File: config.mk
export PLATFORM = sky130hd
export DESIGN_NAME = icache
export DESIGN_NICKNAME = d
export VERILOG_FILES = /design/src/rtl/icache_pkg.sv /design/src/rtl/icache_ctrl.sv /design/src/rtl/icache.sv
export SDC_FILE = /design/constraint.sdc
export NUM_CORES = 1
export LEC_CHECK = 0
export BUFFER_PORTS_ARGS = -buffer_cell sky130_fd_sc_hd__buf_2
export CORE_ASPECT_RATIO = 0.5
export CORE_MARGIN = 5
export CORE_UTILIZATION = 60
export DETAILED_ROUTE_END_ITERATION = 8
export GPL_TIMING_DRIVEN = 0
export PLACE_DENSITY = 0.74
export SYNTH_ARGS = -nofsm -noshare
export SYNTH_HDL_FRONTEND = slang
export SYNTH_SLANG_ARGS = --single-unit
File: constraint.sdc
create_clock -name CLK -period 28.3 [get_ports CLK]
set_clock_uncertainty 0.15 [all_clocks]
set_input_delay 8.49 -clock CLK [delete_from_list [all_inputs] [get_ports CLK]]
set_output_delay 8.49 -clock CLK [all_outputs]
set_load 0.03 [all_outputs]
File: src/rtl/icache_pkg.sv
// Shared types and geometry for the direct-mapped instruction cache.
package icache_pkg;

  typedef enum logic [1:0] {
    IDLE,
    MEM_READ,
    UPDATE
  } state_t;

  localparam int LINE_BYTES     = 16;
  localparam int OFFSET_BITS    = 4;
  localparam int DEF_INDEX_BITS = 3;
  localparam int DEF_ADDR_BITS  = 10;
  localparam int TAG_BITS       = DEF_ADDR_BITS - DEF_INDEX_BITS - OFFSET_BITS;
  localparam int BLK_ADDR_BITS  = DEF_ADDR_BITS - OFFSET_BITS;

endpackage

File: src/rtl/icache_ctrl.sv
// Miss-handling FSM: issues the block read, waits out mem_busywait, then
// requests a one-cycle line fill.
module icache_ctrl
  import icache_pkg::*;
#(
  parameter int BLK_W = BLK_ADDR_BITS
) (
  input  logic             clk,
  input  logic             rst_n,
  input  logic             hit,
  input  logic [BLK_W-1:0] blk_addr,
  input  logic             mem_busywait,
  output logic             mem_read,
  output logic [BLK_W-1:0] mem_address,
  output logic             capture,
  output logic             fill_en,
  output logic             idle
);

  state_t state;

  always_ff @(posedge clk or negedge rst_n) begin
    if (!rst_n) begin
      state       <= IDLE;
      mem_read    <= 1'b0;
      mem_address <= '0;
    end else begin
      case (state)
        IDLE: begin
          if (!hit) begin
            state       <= MEM_READ;
            mem_read    <= 1'b1;
            mem_address <= blk_addr;
          end
        end
        MEM_READ: begin
          if (!mem_busywait) begin
            state    <= UPDATE;
            mem_read <= 1'b0;
          end
        end
        UPDATE:  state <= IDLE;
        default: state <= IDLE;
      endcase
    end
  end

  assign capture = (state == MEM_READ) && !mem_busywait;
  assign fill_en = (state == UPDATE);
  assign idle    = (state == IDLE);

endmodule

File: src/rtl/icache.sv
// Direct-mapped read-only instruction cache with a block-read memory port.
// Optional hit/miss counters are enabled by defining ICACHE_STATS_EN.
module icache
  import icache_pkg::*;
#(
  parameter int INDEX_BITS = DEF_INDEX_BITS,
  parameter int ADDR_BITS  = DEF_ADDR_BITS
) (
  input  logic                       CLK,
  input  logic                       RESET,
  input  logic [31:0]                PC,
  output logic [31:0]                INSTRUCTION,
  output logic                       BUSYWAIT,
  output logic                       mem_read,
  output logic [ADDR_BITS-5:0]       mem_address,
  input  logic [LINE_BYTES*8-1:0]    mem_readdata,
  input  logic                       mem_busywait
`ifdef ICACHE_STATS_EN
  ,
  output logic [31:0]                hit_count,
  output logic [31:0]                miss_count
`endif
);

  localparam int LINES = 1 << INDEX_BITS;
  localparam int TAG_W = ADDR_BITS - INDEX_BITS - OFFSET_BITS;
  localparam int BLK_W = ADDR_BITS - OFFSET_BITS;

  logic [LINE_BYTES*8-1:0] data_array [LINES];
  logic [TAG_W-1:0]        tag_array  [LINES];
  logic [LINES-1:0]        valid;
  logic [LINE_BYTES*8-1:0] fill_line;

  logic [INDEX_BITS-1:0] index;
  logic [TAG_W-1:0]      tag;
  logic [1:0]            word_sel;
  logic                  hit, capture, fill_en, idle;
  logic [LINE_BYTES*8-1:0] line;
  logic [31:0]           word;
  logic                  unused_pc;

  assign index     = PC[OFFSET_BITS+INDEX_BITS-1:OFFSET_BITS];
  assign tag       = PC[ADDR_BITS-1:OFFSET_BITS+INDEX_BITS];
  assign word_sel  = PC[3:2];
  assign unused_pc = ^{PC[31:ADDR_BITS], PC[1:0]};
  assign hit       = valid[index] && (tag_array[index] == tag);
  assign BUSYWAIT  = !idle || !hit;

  icache_ctrl #(.BLK_W(BLK_W)) u_ctrl (
    .clk          (CLK),
    .rst_n        (RESET),
    .hit          (hit),
    .blk_addr     ({tag, index}),
    .mem_busywait (mem_busywait),
    .mem_read     (mem_read),
    .mem_address  (mem_address),
    .capture      (capture),
    .fill_en      (fill_en),
    .idle         (idle)
  );

  // Big-endian word assembly: byte 4w of the line lands in bits [31:24].
  always_comb begin
    line = data_array[index];
    word = '0;
    for (int unsigned b = 0; b < 4; b++)
      word[31-8*b -: 8] = line[(4*int'(word_sel)+int'(b))*8 +: 8];
    INSTRUCTION = hit ? word : '0;
  end

  always_ff @(posedge CLK) begin
    if (capture) fill_line <= mem_readdata;
    if (fill_en) begin
      data_array[mem_address[INDEX_BITS-1:0]] <= fill_line;
      tag_array[mem_address[INDEX_BITS-1:0]]  <= mem_address[BLK_W-1:INDEX_BITS];
    end
  end

  always_ff @(posedge CLK or negedge RESET) begin
    if (!RESET)       valid <= '0;
    else if (fill_en) valid[mem_address[INDEX_BITS-1:0]] <= 1'b1;
  end

`ifdef ICACHE_STATS_EN
  logic [ADDR_BITS-1:0] last_pc;
  logic                 hit_ev, miss_ev;

  // A miss also marks its PC as counted so the post-fill hit is not a new access.
  assign miss_ev = idle && !hit;
  assign hit_ev  = idle && hit && (PC[ADDR_BITS-1:0] != last_pc);

  always_ff @(posedge CLK or negedge RESET) begin
    if (!RESET) begin
      hit_count  <= '0;
      miss_count <= '0;
      last_pc    <= '0;
    end else begin
      if (hit_ev || miss_ev) last_pc <= PC[ADDR_BITS-1:0];
      if (hit_ev && hit_count != '1)   hit_count  <= hit_count + 32'd1;
      if (miss_ev && miss_count != '1) miss_count <= miss_count + 32'd1;
    end
  end
`endif

endmodule

==> flow_summary.json <==
{
  "arrival_ns": 12.32,
  "synth.avg_cell_area_um2": 24.36,
  "yosys-top-cells-area": "edfxtp_1, mux4_2, a211oi_1, dfrtp_1, mux2i_1",
  "gp_congestion": 0.8307,
  "rrSetupSlack_ns": 24.91,
  "layout.nets": 2346,
  "drt_iter0_drc": 3255,
  "peakVddDrop_uv": 50.68,
  "multi_input_area_um2": 8352,
  "drt-total-wl_mm": 104.3,
  "clk_latency_ns": 0.67,
  "fin_crit_sh": 0.7407,
  "netlist_area_um2": 44510,
  "cp-startpoint": "PC[6]",
  "antenna_left": 0,
  "post_drt_wl_per_cell_um": 32.24,
  "worstPathRequired_ns": 19.66,
  "yosysTopAreaCell": "edfxtp_1",
  "die_w_um": 395.2,
  "yosysTopAreaCellShare": 0.7935,
  "rows": 70,
  "track_usage": 0.2648,
  "yosysSeqAreaShare": 0.8030,
  "clock_sink_count": 1193,
  "place_hpwl_mm": 64.78,
  "first_pass_iters": 5,
  "start_util": 0.6071,
  "postCtsSetupBuffers": 0,
  "totalPowerFinal_mw": 3.805,
  "holdBufCountCts": 0,
  "p_per_area_nw_per_um2": 74.55,
  "finalSetupViolCount": 0,
  "viasPerCell": 6.561,
  "crit_end": "INSTRUCTION[16]",
  "grt_pass1_vias": 21860,
  "vias": 21220,
  "setup_ws_ns": 7.338,
  "placedCellCount": 3055,
  "grt_antenna_before_repair": 2,
  "period_needed_ns": 20.96,
  "synth_fp_nets": 1990,
  "r2r-end": "data_array[0][122]$_DFFE_PP_",
  "die_area_um2": 80060,
  "htreeDepth": 3,
  "port_buffers": 174,
  "r2r_cells": 7,
  "grt_max_degree": 27,
  "regArea_um2": 35740,
  "cts_tree": "yes",
  "synth-seq-cells": 1193,
  "fp.dieH_um": 202.6,
  "core-area_um2": 73310,
  "relSlewSlack": 0.2119,
  "outcome": "finished clean",
  "place_ws_ns": 7.449,
  "cts_buffers": 98,
  "slew_violations": 0,
  "drive_above_1_share": 0.3339,
  "fin_area_um2": 51040,
  "grt_overflow_total": 0,
  "reg2reg_from": "u_ctrl.state[1]$_DFFE_PN0P_",
  "hold_viol_final": 0,
  "critPathLaunchType": "input pin",
  "clockBufferDepth": 3,
  "crit_type": "in -> out",
  "grt_setup_unrepaired": "false",
  "grt_pass1_wl_mm": 151.9,
  "power.leakage_nw": 16.38,
  "cts_resized": 0,
  "min_path_type": "reg -> reg",
  "fmax_mhz": 47.71,
  "syn2layout_area_growth_pct": 14.68,
  "fillers": 4162,
  "clkTransAtPathRegs_ns": 0.07,
  "drc": 0,
  "place_area_um2": 47920,
  "maxCapViolCount": 0,
  "worst_pin_slew_ns": 1.182,
  "yosysWarningCount": 0,
  "crit_fanout": 10,
  "io_pins": 203,
  "stdcell_count": 3234,
  "ys_types": 33,
  "setup_tns_ns": 0,
  "synthCells": 1827,
  "cts-root-buf": "clkbuf_16",
  "crit_path_end_kind": "output pin"
}
==> flip-flops by register name (all words and copies together) (netlist names) <==
name and count:
u_ctrl.mem_address 6, u_ctrl.mem_read 1, fill_line 128, tag_array 24
u_ctrl.state 2, valid 8, data_array 1024
==> per-layer routing <==
metal,vias to the layer above,track usage,routed length (µm)
li1,8532,-,-
met1,11160,0.3883,40460
met2,1344,0.4107,49580
met3,181,0.06069,11230
met4,2,0.07813,2976
met5,-,0,17
==> stage by stage <==
step	utilization	hold slack, ns
after floorplan	-	0.2837
after global placement	0.6356	0.2954
after detailed placement	0.6537	0.2998
after CTS	0.6962	0.3233
after global routing	0.6962	0.3559
final	0.6962	0.3271
==> cells in the final DEF, fill, tap and decap left out, types with 4 or more instances in the layout <==
cell	instances
buf_16	4
nor2_1	33
mux4_2	295
nor2b_1	32
bufinv_16	9
buf_2	203
mux2_2	9
nor2_4	6
clkinv_1	20
buf_12	31
buf_6	48
mux2i_1	35
clkbuf_1	75
clkinv_2	16
buf_4	8
or2_2	8
buf_8	4
dfrtp_1	17
a21oi_1	32
nand2b_1	4
clkbuf_16	101
a211oi_1	62
edfxtp_1	1176
==> power breakdown <==
| part | switching, mW | internal, mW | leakage, nW | total, mW |
|---|---|---|---|---|
| clock network | 0.608 | 0.737 | 1.52 | 1.35 |
| logic | 0.187 | 0.121 | 4.04 | 0.309 |
| registers | 0.0697 | 2.08 | 10.8 | 2.15 |
| total | 0.865 | 2.94 | 16.4 | 3.81 |
==> worst min path at each step <==
stage          slack, ns                  from                    to  depth (start not counted)
2_1_floorplan       0.28  valid[2]$_DFFE_PN0P_  valid[2]$_DFFE_PN0P_                          1
3_3_place_gp        0.30  valid[2]$_DFFE_PN0P_  valid[2]$_DFFE_PN0P_                          1
3_5_place_dp        0.30  valid[2]$_DFFE_PN0P_  valid[2]$_DFFE_PN0P_                          1
4_1_cts             0.32  valid[4]$_DFFE_PN0P_  valid[4]$_DFFE_PN0P_                          1
5_1_grt             0.36  valid[3]$_DFFE_PN0P_  valid[3]$_DFFE_PN0P_                          1
6_report            0.33  valid[4]$_DFFE_PN0P_  valid[4]$_DFFE_PN0P_                          1
==> synthesized netlist by cell type <==
| cell | n |
|---|---|
| a2111oi_0 | 1 |
| a211oi_1 | 62 |
| a21oi_1 | 32 |
| buf_1 | 3 |
| buf_2 | 29 |
| buf_4 | 7 |
| buf_6 | 6 |
| clkbuf_1 | 51 |
| dfrtp_1 | 17 |
| edfxtp_1 | 1176 |
| inv_1 | 2 |
| mux2_2 | 9 |
| mux2i_1 | 35 |
| mux4_2 | 295 |
| nand2_1 | 2 |
| nand2b_1 | 4 |
| nand3_1 | 1 |
| nand3b_1 | 1 |
| nor2_1 | 39 |
| nor2b_1 | 32 |
| nor3_1 | 2 |
| nor3b_1 | 3 |
| o21a_1 | 1 |
| o21ai_0 | 1 |
| o22ai_1 | 1 |
| o31ai_1 | 1 |
| o31ai_4 | 1 |
| or2_2 | 8 |
| or3_1 | 1 |
| or3b_2 | 1 |
| or4_1 | 1 |
| xnor2_1 | 1 |
| xor2_1 | 1 |
==> critical path: stages <==
cell and delay (ns):
buf_2 0.13, buf_2 0.32, buf_2 0.37, buf_1 0.88, clkbuf_1 0.56, a211oi_1 0.15, a211oi_1 0.77, a21oi_1 0.08
nor2_1 0.27, buf_2 0.26
==> cell families (layout without fill, tap and decap cells) <==
| family | count (synthesis) | in the layout | share of synthesized area |
|---|---|---|---|
| AO/OA/AOI/OAI | 100 | 100 | 0.01532 |
| XOR/XNOR | 2 | 2 | 0.0003937 |
| buffers and inverters | 98 | 532 | 0.01068 |
| flip-flops | 1193 | 1193 | 0.8030 |
| multiplexers | 339 | 339 | 0.1594 |
| other | 0 | 1 | 0 |
| AND/OR/NAND/NOR | 95 | 95 | 0.01116 |
==> area by class of cell <==
cell class | instances | area share
Antenna cell | 1 | 0.00004903
Buffer | 96 | 0.009168
Clock buffer | 125 | 0.05128
Clock inverter | 53 | 0.009683
Inverter | 2 | 0.0001471
Multi-Input combinational cell | 536 | 0.1636
Sequential cell | 1193 | 0.7002
Tap cell | 972 | 0.02383
Timing Repair Buffer | 256 | 0.04197
Note: power is estimated with default switching activity, not from simulation.
